[src/rtl/stream_zero_padding.sv]
// stream_zero_padding: streams an R_N x C_N multi-channel feature map (valid/ready,
// row-major) out as an (R_N+2P) x (C_N+2P) map with PAD_VAL beats on every border.
//   clk, rst            clock, synchronous active-high reset
//   start               one-cycle frame start pulse, ignored while busy
//   in_data/in_valid    upstream pixel stream; in_ready is driven only on interior beats
//   out_data/out_valid  padded pixel stream; out_ready is the downstream backpressure
//   out_eol, out_last   last beat of the padded row / of the frame
//   busy, done          frame in progress / one-cycle pulse after the final beat
module stream_zero_padding #(
    parameter int                 In_d_W  = 32,
    parameter int                 CH      = 1,
    parameter int                 R_N     = 3,
    parameter int                 C_N     = 3,
    parameter int                 P       = 1,
    parameter logic [In_d_W-1:0]  PAD_VAL = '0
) (
    input  logic                   clk,
    input  logic                   rst,
    input  logic                   start,
    input  logic [CH*In_d_W-1:0]   in_data,
    input  logic                   in_valid,
    output logic                   in_ready,
    output logic [CH*In_d_W-1:0]   out_data,
    output logic                   out_valid,
    input  logic                   out_ready,
    output logic                   out_eol,
    output logic                   out_last,
    output logic                   busy,
    output logic                   done
);
    localparam int RT = R_N + 2 * P;
    localparam int CT = C_N + 2 * P;
    localparam int RW = RT > 1 ? $clog2(RT) : 1;
    localparam int CW = CT > 1 ? $clog2(CT) : 1;
    localparam logic [RW-1:0] R_MAX = RW'(RT - 1);
    localparam logic [CW-1:0] C_MAX = CW'(CT - 1);
    typedef enum logic [1:0] {IDLE, RUN, FIN} state_t;
    state_t        state;
    logic [RW-1:0] row;
    logic [CW-1:0] col;
    logic          run, pad, hs, at_eol, at_last;
    // Pad/data is decided purely from the current output coordinate; interior beats
    // are a zero-latency combinational bypass of the input stream.
    always_comb begin
        run       = state == RUN;
        pad       = int'(row) < P || int'(row) >= R_N + P || int'(col) < P || int'(col) >= C_N + P;
        out_valid = run && (pad || in_valid);
        in_ready  = run && !pad && out_ready;
        out_data  = !run ? '0 : pad ? {CH{PAD_VAL}} : in_data;
        at_eol    = col == C_MAX;
        at_last   = at_eol && row == R_MAX;
        out_eol   = out_valid && at_eol;
        out_last  = out_valid && at_last;
        hs        = out_valid && out_ready;
        busy      = state != IDLE;
        done      = state == FIN;
    end
    always_ff @(posedge clk) begin
        if (rst) begin
            state <= IDLE;
            row   <= '0;
            col   <= '0;
        end else begin
            case (state)
                IDLE: if (start) state <= RUN;
                RUN: if (hs) begin
                    if (at_last) begin
                        state <= FIN;
                        row   <= '0;
                        col   <= '0;
                    end else if (at_eol) begin
                        col <= '0;
                        row <= row + 1'b1;
                    end else begin
                        col <= col + 1'b1;
                    end
                end
                FIN: state <= IDLE;
                default: state <= IDLE;
            endcase
        end
    end
endmodule
[config.mk]
export PLATFORM = sky130hd
export DESIGN_NAME = stream_zero_padding
export DESIGN_NICKNAME = d
export VERILOG_FILES = /design/src/rtl/stream_zero_padding.sv
export SDC_FILE = /design/constraint.sdc
export NUM_CORES = 1
export LEC_CHECK = 0
export ABC_AREA = 1
export BUFFER_PORTS_ARGS = -buffer_cell sky130_fd_sc_hd__buf_2
export CAP_MARGIN = 20
export CORE_MARGIN = 2
export CORE_UTILIZATION = 39
export CTS_CLUSTER_DIAMETER = 100
export DETAILED_ROUTE_END_ITERATION = 8
export GPL_TIMING_DRIVEN = 1
export PLACE_DENSITY = 0.83
export SETUP_SLACK_MARGIN = 0.02
export SKIP_CTS_REPAIR_TIMING = 1
export SLEW_MARGIN = 20
export SYNTH_ARGS = -nofsm -noshare
export SYNTH_HDL_FRONTEND = slang
export SYNTH_SLANG_ARGS = --single-unit
[constraint.sdc]
create_clock -name clk -period 2.6 [get_ports clk]
set_input_delay 0.39 -clock clk [delete_from_list [all_inputs] [get_ports clk]]
set_output_delay 0.39 -clock clk [all_outputs]
set_load 0.02 [all_outputs]
==> results of run 1 <==
cell type report:
cell class / count / area share
well taps: 27 / 0.0280
inverters: 46 / 0.143
multi-input cells: 82 / 0.365
clock buffers: 3 / 0.0187
repair buffers: 75 / 0.313
flip-flops and latches: 8 / 0.133
sequential cells by signal (all words and copies together), names as in the netlist:
signal / count
col: 3
row: 3
state: 2
synth_stat cells:
cell type,instances,area (um^2)
inv_2,1,3.75
inv_1,45,169
ha_1,4,50.1
nor2_1,42,158
dfxtp_1,8,160
nand3_2,1,10.0
nand3_4,1,17.5
nand4_1,1,6.26
o21ai_0,1,5.00
buf_2,3,15.0
nor2_4,2,22.5
nor2_2,1,6.26
nand4_4,1,21.3
nand2_2,1,6.26
nand2_1,16,60.1
a21oi_2,1,8.76
xor2_1,2,17.5
a21oi_1,3,15.0
xnor2_1,1,8.76
nand4_2,1,12.5
nand3_1,3,15.0
how the worst min path moves through the flow:
stage	to	slack [ps]	cells after the start
after floorplan	row[1]	460	2
after global placement	row[1]	480	2
after detailed placement	row[0]	490	2
after CTS	state[1]	360	2
after global routing	state[1]	370	2
final	state[1]	360	2
routing by layer:
| layer | vias to the layer above | global-route usage |
|---|---|---|
| met5 | - | 0 |
| met4 | 0 | 0.0857 |
| met3 | 4 | 0.0552 |
| met2 | 40 | 0.342 |
| met1 | 412 | 0.155 |
| li1 | 538 | - |
power by group through the flow:
stage | clock network, mW | registers, mW | logic [mW]
global route | 0.0966 | 0.131 | 0.0915
global placement | 0 | 0.133 | 0.0792
floorplan | 0 | 0.133 | 0.0438
detailed placement | 0 | 0.133 | 0.0801
finish | 0.0890 | 0.131 | 0.0799
CTS | 0.0927 | 0.131 | 0.0807
stage by stage:
stage	instances	hold slack (ps)	utilization	setup WS, ps	instance area [um^2]
floorplan	139	456	-	1040	788
global placement	238	477	0.610	995	1180
detailed placement	238	489	0.610	972	1180
CTS	241	362	0.622	697	1210
global route	241	366	0.622	620	1210
finish	241	362	0.622	719	1210
logic make-up after synthesis:
group | Yosys count | share of synthesized area
AND/OR/NAND/NOR | 70 | 0.425
AO/OA/AOI/OAI | 5 | 0.0365
adder cells (fa/ha/maj) | 4 | 0.0635
buffers and inverters | 49 | 0.238
flip-flops | 8 | 0.203
XOR/XNOR | 3 | 0.0333
critical path: cells and delay by family (launching register included):
kind | cells | cell delay (ps)
and+or+nand+nor | 3 | 380
buffers and inverters | 3 | 500
DFF | 1 | 370
==> summary.json, run 1 <==
{
  "tightest_slew_ps": 293,
  "layout-drive-gt1-share": 0.411,
  "power_density_normalized_to_cell_area_nw_per_um2": 248,
  "detail-route-antenna-nets": 0,
  "startpoint_of_the_most_critical_hold_path": "rst",
  "die-height_um": 49.0,
  "slew_headroom": 0.805,
  "synth.ff_latch_count": 8,
  "worstPathRequired_ps": 2210,
  "synth_cells": 139,
  "launch_point_of_the_worst_reg_to_reg_path": "col[0]",
  "worst_ep_arrival_time_ps": 1490,
  "routed_wirelength_mm": 2.05,
  "status": "complete, no violations",
  "gpl.final_weighted_congestion": 0.811,
  "globalRoute.totalOverflow": 0,
  "clock-root-buffer": "clkbuf_4",
  "layout.cells.most_common_list": "buf_2, inv_1, nor2_1",
  "totalNegativeSetupSlack_ps": 0,
  "grt_util_all_layers": 0.174,
  "syn-cell-area_um2": 788,
  "endpoint_type_of_the_worst_setup_path": "output port",
  "clock_tree.buffer_depth": 2,
  "critical-path-slowest-cell": "dfxtp_1",
  "htree_num_levels": 1,
  "1st_pass_router_iterations": 1,
  "max_fanout_on_critical_path": 33,
  "die_area_um2": 2400,
  "hold_viol_final": 0,
  "clk_latency_ps": 250,
  "detailedPlacementHpwl_mm": 1.78,
  "top_level_ports": 75,
  "number_of_global_route_vias_before_repair": 849,
  "route.met3.wl_um": 209,
  "p_sw_frac": 0.279,
  "cp_cell_sequence": "inv_1, nand2_1, nand4_2, buf_4, nor2_1, buf_2",
  "diodes": 0,
  "clkPwrFrac": 0.297,
  "route.detailed.vias_per_inst": 4.12,
  "total_leakage_power_nw": 0.872,
  "endpoint_of_the_worst_setup_timing_path": "in_ready",
  "critical_path_start_type": "flip-flop",
  "global_route_wire_length_before_repair_mm": 3.33,
  "switching_component_of_the_power_mw": 0.0836,
  "grt_start_max_net_pins": 34,
  "maxUsedRoutingLayer": "met4",
  "wire_per_inst_um": 8.49,
  "fin_crit_sh": 0.723,
  "crit_start": "col[0]",
  "drc": 0,
  "worstRegToRegCells": 7,
  "syn_avg_cell_area_um2": 5.67,
  "clock-skew-final_ps": 3.49,
  "max_clock_freq_mhz": 532,
  "grt_antenna_before_repair": 0,
  "drv_slew": 0,
  "period_minus_slack_ps": 1880,
  "post_synth_num_cell_types": 21,
  "finalPower_mw": 0.300,
  "maxCapViolations": 0,
  "internal_dissipation_mw": 0.216,
  "reg2reg_slack_ps": 1270,
  "first_iteration_detailed_routing_drc_count": 0,
  "yosysSeqAreaShare": 0.203,
  "power.ir.vdd_worst_mv": 0.215,
  "core_area_um2": 1940,
  "num_vias": 994,
  "rows": 16,
  "min_path_type": "in2reg",
  "reg2reg_to": "row[1]",
  "power.share.sequential": 0.437,
  "timing.critical_path.slowest_cell_delay_ps": 370,
  "clk_pin_slew_worst_paths_ps": 50,
  "multiInputGateArea_um2": 440,
  "final-setup-viol-count": 0,
  "cts-buffers-inserted": 3,
  "nNetsFinal": 257,
  "ws_path_type": "reg2out",
  "wl_met2_mm": 1.05,
  "tritoncts_clock_tree": "built",
  "area_growth_syn_to_layout_pct": 53.2,
  "grt_setup_unrepaired": "false",
  "cts.sink_count": 8,
  "mostFrequentLayoutCell": "buf_2",
  "die_w_um": 49.0,
  "wirelength_met1_um": 760,
  "seqCellArea_um2": 160,
  "io_buffer_count": 74,
  "fillCellCount": 201,
  "floorplan.initialDensity": 0.406,
  "power.combinational.fraction": 0.266,
  "synth_fp_nets": 180,
  "synth.yosys.warnings": 0
}
Power figures use the tool's default switching activity.
==> run 2, diff against run 1 <==
--- a/config.mk
+++ b/config.mk
@@ -9,11 +9,11 @@
 export BUFFER_PORTS_ARGS = -buffer_cell sky130_fd_sc_hd__buf_2
 export CAP_MARGIN = 20
 export CORE_MARGIN = 2
-export CORE_UTILIZATION = 39
+export CORE_UTILIZATION = 32
 export CTS_CLUSTER_DIAMETER = 100
 export DETAILED_ROUTE_END_ITERATION = 8
 export GPL_TIMING_DRIVEN = 1
-export PLACE_DENSITY = 0.83
+export PLACE_DENSITY = 0.73
 export SETUP_SLACK_MARGIN = 0.02
 export SKIP_CTS_REPAIR_TIMING = 1
 export SLEW_MARGIN = 20
==> constraint.sdc (replaced) <==
create_clock -name clk -period 1.6 [get_ports clk]
set_input_delay 0.24 -clock clk [delete_from_list [all_inputs] [get_ports clk]]
set_output_delay 0.24 -clock clk [all_outputs]
set_load 0.02 [all_outputs]
==> run 2 against run 1 <==
The run now ends with setup timing left. Highest routed layer unchanged. Total power up 77%. Count of clock-buffer cells in the layout unchanged. Largest power group unchanged. Clock power grew 84%. Sequential power is 64% higher.
==> summary.json, run 2 (synthesis results as in run 1) <==
{
  "status": "finished with violations",
  "failed_checks": "setup timing",
  "die_w": {"value": 53.6, "unit": "um", "change": "+9.5%"},
  "layout.cells.non_filler": {"value": 248, "change": "+2.9%"},
  "clock-skew-final": {"value": 3.67, "unit": "ps", "change": "+0.182 ps"},
  "1st_pass_router_iterations": {"value": 4, "change": "+3"},
  "final_core_util": {"value": 0.663, "change": "+0.0412"},
  "core_area": {"value": 2280, "unit": "um^2", "change": "+17%"},
  "io_buffer_count": {"value": 74, "change": "unchanged"},
  "endpoint_of_the_worst_setup_timing_path": "out_data[25]",
  "number_of_global_route_vias_before_repair": {"value": 734, "change": "-14%"},
  "crit_start": "row[2]",
  "setup_slack_at_placement": {"value": 155, "unit": "ps", "change": "-817 ps"},
  "postPlaceCellArea": {"value": 1190, "unit": "um^2", "change": "+0.74%"},
  "globalRoute.totalOverflow": {"value": 0, "change": "unchanged"},
  "cts.sink_count": {"value": 8, "change": "unchanged"},
  "layout.cell_area.non_filler": {"value": 1510, "unit": "um^2", "change": "+25%"},
  "area_growth_syn_to_layout_pct": 91.4,
  "worst_ep_arrival_time": {"value": 1460, "unit": "ps", "change": "-30 ps"},
  "worstRegToRegCells": {"value": 9, "change": "+2"},
  "global_route_wire_length_before_repair": {"value": 2.75, "unit": "mm", "change": "-17%"},
  "largest_registers": "col x3, row x3, state x2",
  "grt_antenna_before_repair": {"value": 0, "change": "unchanged"},
  "gpl.final_weighted_congestion": {"value": 0.821, "change": "+1.3%"},
  "grt_util_all_layers": {"value": 0.131, "change": "-0.0424"},
  "drc": {"value": 0, "change": "unchanged"},
  "detail-route-antenna-nets": {"value": 0, "change": "unchanged"},
  "nNetsFinal": {"value": 263, "change": "+2.3%"},
  "die_area": {"value": 2880, "unit": "um^2", "change": "+20%"},
  "power_density_normalized_to_cell_area": {"value": 352, "unit": "nW/um^2", "change": "+42%"},
  "cts-buffers-inserted": {"value": 3, "change": "unchanged"},
  "fin_crit_sh": 1.06,
  "clock_tree.buffer_depth": {"value": 2, "change": "unchanged"},
  "slew_headroom": {"value": 0.878, "change": "+0.0727"},
  "tritoncts_clock_tree": "built",
  "ws_path_type": "reg2out",
  "layout.cells.most_common_list": "inv_1, buf_2, buf_4",
  "max_fanout_on_critical_path": {"value": 8, "change": "-76%"},
  "totalNegativeSetupSlack": {"value": -856, "unit": "ps", "change": "-856 ps"},
  "rows": {"value": 17, "change": "+1"},
  "clk_latency": {"value": 270, "unit": "ps", "change": "+20 ps"},
  "wire_per_inst": {"value": 10.8, "unit": "um", "change": "+27%"},
  "htree_num_levels": {"value": 1, "change": "unchanged"},
  "clk_pin_slew_worst_paths": {"value": 60, "unit": "ps", "change": "about the same"},
  "reg2reg_slack": {"value": 270, "unit": "ps", "change": "-1000 ps"},
  "floorplan.initialDensity": {"value": 0.346, "change": "-0.0596"},
  "mostFrequentLayoutCell": "inv_1",
  "hold_viol_final": {"value": 0, "change": "unchanged"},
  "worstPathRequired": {"value": 1360, "unit": "ps", "change": "-850 ps"},
  "max_clock_freq_mhz": 589,
  "min_path_type": "in2reg",
  "grt_start_max_net_pins": {"value": 34, "change": "unchanged"},
  "setup_ws_post_layout": {"value": -96.8, "unit": "ps", "change": "-816 ps"},
  "detailedPlacementHpwl": {"value": 1.72, "unit": "mm", "change": "-3.4%"},
  "clock-root-buffer": "clkbuf_4",
  "top_level_ports": {"value": 75, "change": "unchanged"},
  "grt_setup_unrepaired": "true",
  "layout-drive-gt1-share": {"value": 0.564, "change": "+0.152"},
  "period_minus_slack_ps": 1700,
  "diodes": {"value": 0, "change": "unchanged"},
  "route.detailed.vias_per_inst": {"value": 4.25, "change": "+2.9%"},
  "maxCapViolations": {"value": 0, "change": "unchanged"},
  "drv_slew": {"value": 0, "change": "unchanged"},
  "total_leakage_power": {"value": 0.938, "unit": "nW", "change": "+7.5%"},
  "endpoint_type_of_the_worst_setup_path": "output port",
  "tightest_slew": {"value": 183, "unit": "ps", "change": "-110 ps"},
  "reg2reg_to": "row[2]",
  "launch_point_of_the_worst_reg_to_reg_path": "row[0]",
  "die-height": {"value": 53.6, "unit": "um", "change": "+9.5%"},
  "critical_path_start_type": "flip-flop",
  "first_iteration_detailed_routing_drc_count": {"value": 11, "change": "+11"},
  "num_vias": {"value": 1053, "change": "+5.9%"},
  "finalPower": {"value": 0.531, "unit": "mW", "change": "+77%"},
  "numPlacedInstances": {"value": 240, "change": "+0.84%"},
  "routed_wirelength": {"value": 2.67, "unit": "mm", "change": "+31%"},
  "final-setup-viol-count": {"value": 30, "change": "+30"},
  "whs": {"value": 188, "unit": "ps", "change": "-174 ps"},
  "power.ir.vdd_worst": {"value": 0.289, "unit": "mV", "change": "+35%"}
}
## run 2: changes by cell type in the layout (fill, tap and decap cells not counted), sizes merged
cell and delta:
buf +4, clkbuf +2
## run 2: per-layer routing
metal / vias up / track usage / routed length, um
li1: 551 / - / -
met1: 450 / 0.139 / 980
met2: 47 / 0.233 / 1390
met3: 5 / 0.0278 / 268
met4: 0 / 0.0855 / 31
met5: - / 0 / 0
## run 2: critical path: stages (launching register included)
cell	delay (ps)
dfxtp_2	340
nor2_4	160
nand4_4	180
clkbuf_16	210
nor2_1	120
buf_4	170
## run 2: area by class of cell
type                    count  area (um^2)
clock buffers               3         22.5
multi-input cells          82          522
well taps                  28         35.0
inverters                  46          173
flip-flops and latches      8          169
repair buffers             81          588
fillers                   187          767
## run 2: how the worst min path moves through the flow
| stage | from | slack [ps] | end | depth (start not counted) |
|---|---|---|---|---|
| 2_1_floorplan | rst | 310 | col[2] | 1 |
| 3_3_place_gp | rst | 470 | col[2] | 2 |
| 3_5_place_dp | rst | 470 | col[2] | 2 |
| 4_1_cts | rst | 190 | col[2] | 2 |
| 5_1_grt | rst | 200 | col[2] | 2 |
| 6_report | rst | 190 | col[2] | 2 |
## run 2: power breakdown
group | switching (mW) | internal (mW)
Clock | 0.0775 | 0.0864
Sequential | 0.00606 | 0.208
Combinational | 0.0855 | 0.0668
==> run 3, diff against run 2 <==
--- a/config.mk
+++ b/config.mk
@@ -9,11 +9,11 @@
 export BUFFER_PORTS_ARGS = -buffer_cell sky130_fd_sc_hd__buf_2
 export CAP_MARGIN = 20
 export CORE_MARGIN = 2
-export CORE_UTILIZATION = 32
+export CORE_UTILIZATION = 39
 export CTS_CLUSTER_DIAMETER = 100
 export DETAILED_ROUTE_END_ITERATION = 8
 export GPL_TIMING_DRIVEN = 1
-export PLACE_DENSITY = 0.73
+export PLACE_DENSITY = 0.83
 export SETUP_SLACK_MARGIN = 0.02
 export SKIP_CTS_REPAIR_TIMING = 1
 export SLEW_MARGIN = 20
==> constraint.sdc (replaced) <==
create_clock -name clk -period 2.01 [get_ports clk]
set_input_delay 0.3015 -clock clk [delete_from_list [all_inputs] [get_ports clk]]
set_output_delay 0.3015 -clock clk [all_outputs]
set_load 0.02 [all_outputs]
==> run 3 against run 2 <==
Hold slack gained 85 ps. Routed wire length is 16% lower. Highest routed layer unchanged. Via count decreased by 1.2%. Critical endpoint is now out_last. Sequential power fell by 21%. Flip-flop and latch count is the same. Setup slack improved by 280 ps. Combinational power is 24% lower. Total power shrank 24%. The flow now finishes without violations. Clock power fell by 26%. Global-route usage rose by 5.6 points. Die area down 17%.
==> summary.json, run 3 (synthesis results as in run 1) <==
{
  "max_clock_freq_mhz": 548,
  "cts.sink_count": {"value": 8, "change": "unchanged"},
  "numPlacedInstances": {"value": 238, "change": "-0.83%"},
  "rows": {"value": 16, "change": "-1"},
  "detail-route-antenna-nets": {"value": 0, "change": "unchanged"},
  "slew_headroom": {"value": 0.851, "change": "-0.0269"},
  "timing.hold.worst_path_depth": {"value": 3, "change": "+1"},
  "reg2reg_slack": {"value": 690, "unit": "ps", "change": "+420 ps"},
  "die_area": {"value": 2400, "unit": "um^2", "change": "-17%"},
  "status": "complete, no violations",
  "worstPathRequired": {"value": 1710, "unit": "ps", "change": "+350 ps"},
  "die_w": {"value": 49.0, "unit": "um", "change": "-8.7%"},
  "layout.cells.most_common_list": "buf_2, inv_1, nor2_1",
  "final-setup-viol-count": {"value": 0, "change": "-100%"},
  "route.detailed.vias_per_inst": {"value": 4.28, "change": "+0.80%"},
  "num_vias": {"value": 1040, "change": "-1.2%"},
  "endpoint_type_of_the_worst_setup_path": "output port",
  "period_minus_slack_ps": 1830,
  "worst_path_dominant_cell_family": "simple AND/OR/NAND/NOR gates",
  "worst_ep_arrival_time": {"value": 1520, "unit": "ps", "change": "+60 ps"},
  "clock_tree.buffer_depth": {"value": 2, "change": "unchanged"},
  "floorplan.initialDensity": {"value": 0.406, "change": "+0.0596"},
  "grt_start_max_net_pins": {"value": 24, "change": "-29%"},
  "layout.cells.non_filler": {"value": 243, "change": "-2.0%"},
  "grt_setup_unrepaired": "false",
  "routed_wirelength": {"value": 2.23, "unit": "mm", "change": "-16%"},
  "htree_num_levels": {"value": 1, "change": "unchanged"},
  "hold_viol_final": {"value": 0, "change": "unchanged"},
  "detailedPlacementHpwl": {"value": 1.87, "unit": "mm", "change": "+9.1%"},
  "1st_pass_router_iterations": {"value": 4, "change": "unchanged"},
  "global_route_wire_length_before_repair": {"value": 3.63, "unit": "mm", "change": "+32%"},
  "die-height": {"value": 49.0, "unit": "um", "change": "-8.7%"},
  "drc": {"value": 0, "change": "unchanged"},
  "endpoint_of_the_worst_setup_timing_path": "out_last",
  "grt_antenna_before_repair": {"value": 0, "change": "unchanged"},
  "drv_slew": {"value": 0, "change": "unchanged"},
  "layout-drive-gt1-share": {"value": 0.421, "change": "-0.142"},
  "cts-buffers-inserted": {"value": 3, "change": "unchanged"},
  "mostFrequentLayoutCell": "buf_2",
  "globalRoute.totalOverflow": {"value": 0, "change": "unchanged"},
  "clk_pin_slew_worst_paths": {"value": 50, "unit": "ps", "change": "about the same"},
  "clock-skew-final": {"value": 4.34, "unit": "ps", "change": "+0.675 ps"},
  "multiInputGateArea": {"value": 452, "unit": "um^2", "change": "-13%"},
  "diodes": {"value": 0, "change": "unchanged"},
  "totalNegativeSetupSlack": {"value": 0, "unit": "ps", "change": "+856 ps"},
  "core_area": {"value": 1940, "unit": "um^2", "change": "-15%"},
  "fillCellCount": {"value": 189, "change": "+1.1%"},
  "nNetsFinal": {"value": 259, "change": "-1.5%"},
  "clock-root-buffer": "clkbuf_4",
  "tritoncts_clock_tree": "built",
  "reg2reg_to": "row[2]",
  "launch_point_of_the_worst_reg_to_reg_path": "col[0]",
  "ws_path_type": "reg2out",
  "gpl.final_weighted_congestion": {"value": 0.829, "change": "+1.0%"},
  "min_path_type": "in2reg",
  "number_of_global_route_vias_before_repair": {"value": 928, "change": "+26%"},
  "maxCapViolations": {"value": 0, "change": "unchanged"},
  "timing.critical_path.slowest_cell_delay": {"value": 330, "unit": "ps", "change": "about the same"},
  "max_fanout_on_critical_path": {"value": 4, "change": "-4"},
  "critical_path_start_type": "flip-flop",
  "worstPathBufferInverterCount": {"value": 3, "change": "+1"},
  "power.ir.vdd_worst": {"value": 0.414, "unit": "mV", "change": "+43%"},
  "fin_crit_sh": 0.909,
  "cp_cell_sequence": "inv_1, ha_1, nand2_1, nor2_1, inv_1, nor2_1, buf_2",
  "largest_registers": "col x3, row x3, state x2",
  "tightest_slew": {"value": 224, "unit": "ps", "change": "+40.5 ps"},
  "critical-path-slowest-cell": "dfxtp_1",
  "top_level_ports": {"value": 75, "change": "unchanged"},
  "power_density_normalized_to_cell_area": {"value": 327, "unit": "nW/um^2", "change": "-7.1%"},
  "first_iteration_detailed_routing_drc_count": {"value": 24, "change": "+13"},
  "wire_per_inst": {"value": 9.19, "unit": "um", "change": "-15%"},
  "worstRegToRegCells": {"value": 9, "change": "unchanged"},
  "total_leakage_power": {"value": 0.891, "unit": "nW", "change": "-4.9%"},
  "clk_latency": {"value": 250, "unit": "ps", "change": "-20 ps"},
  "grt_util_all_layers": {"value": 0.187, "change": "+0.0560"},
  "io_buffer_count": {"value": 74, "change": "unchanged"},
  "seqCellArea": {"value": 160, "unit": "um^2", "change": "-5.2%"},
  "area_growth_syn_to_layout_pct": 57.0,
  "timing.critical_path.depth": {"value": 7, "change": "+2"},
  "crit_start": "col[0]"
}
## run 3: cell types whose count changed in the layout (fill, tap and decap cells not counted), sizes merged
cell    previous run  this run
buf               79        77
clkbuf             5         3
## run 3: layout make-up
cell class | instances | share of cell area
Sequential cell | 8 | 0.129
Multi-Input combinational cell | 82 | 0.365
Timing Repair Buffer | 77 | 0.321
Tap cell | 27 | 0.0273
Inverter | 46 | 0.140
Clock buffer | 3 | 0.0182
## run 3: stage by stage
step	setup WS [ps]	utilization	total power [mW]	hold slack (ps)	area, um^2
2_1_floorplan	541	-	0.228	371	788
3_3_place_gp	358	0.610	0.275	482	1180
3_5_place_dp	306	0.610	0.279	482	1180
4_1_cts	39.1	0.622	0.401	273	1210
5_1_grt	22.2	0.637	0.432	279	1240
6_report	184	0.637	0.404	273	1240
## run 3: tightest hold or removal path, stage by stage
cell and delay (ps):
buf_2 70, nand3_1 60, nand2_1 60
## run 3: how the worst min path moves through the flow
stage | startpoint | end
CTS | start | state[0]
global route | rst | state[1]
finish | start | state[0]
global placement | row[1] | row[1]
floorplan | rst | col[2]
detailed placement | row[1] | row[1]
## run 3: routing by layer
metal | up-vias | GRT usage | share of wire
li1 | 546 | - | -
met1 | 448 | 0.180 | 0.39
met2 | 44 | 0.377 | 0.52
met3 | 2 | 0.0429 | 0.083
met4 | 0 | 0.0714 | 0.0058
met5 | - | 0 | 0
## run 3: power breakdown
group / total (mW) / leakage, nW / internal, mW / switching, mW
Combinational: 0.115 / 0.812 / 0.0535 / 0.0611
Clock: 0.121 / 0.0138 / 0.0682 / 0.0524
Sequential: 0.169 / 0.0650 / 0.165 / 0.00418
Total: 0.404 / 0.891 / 0.287 / 0.118
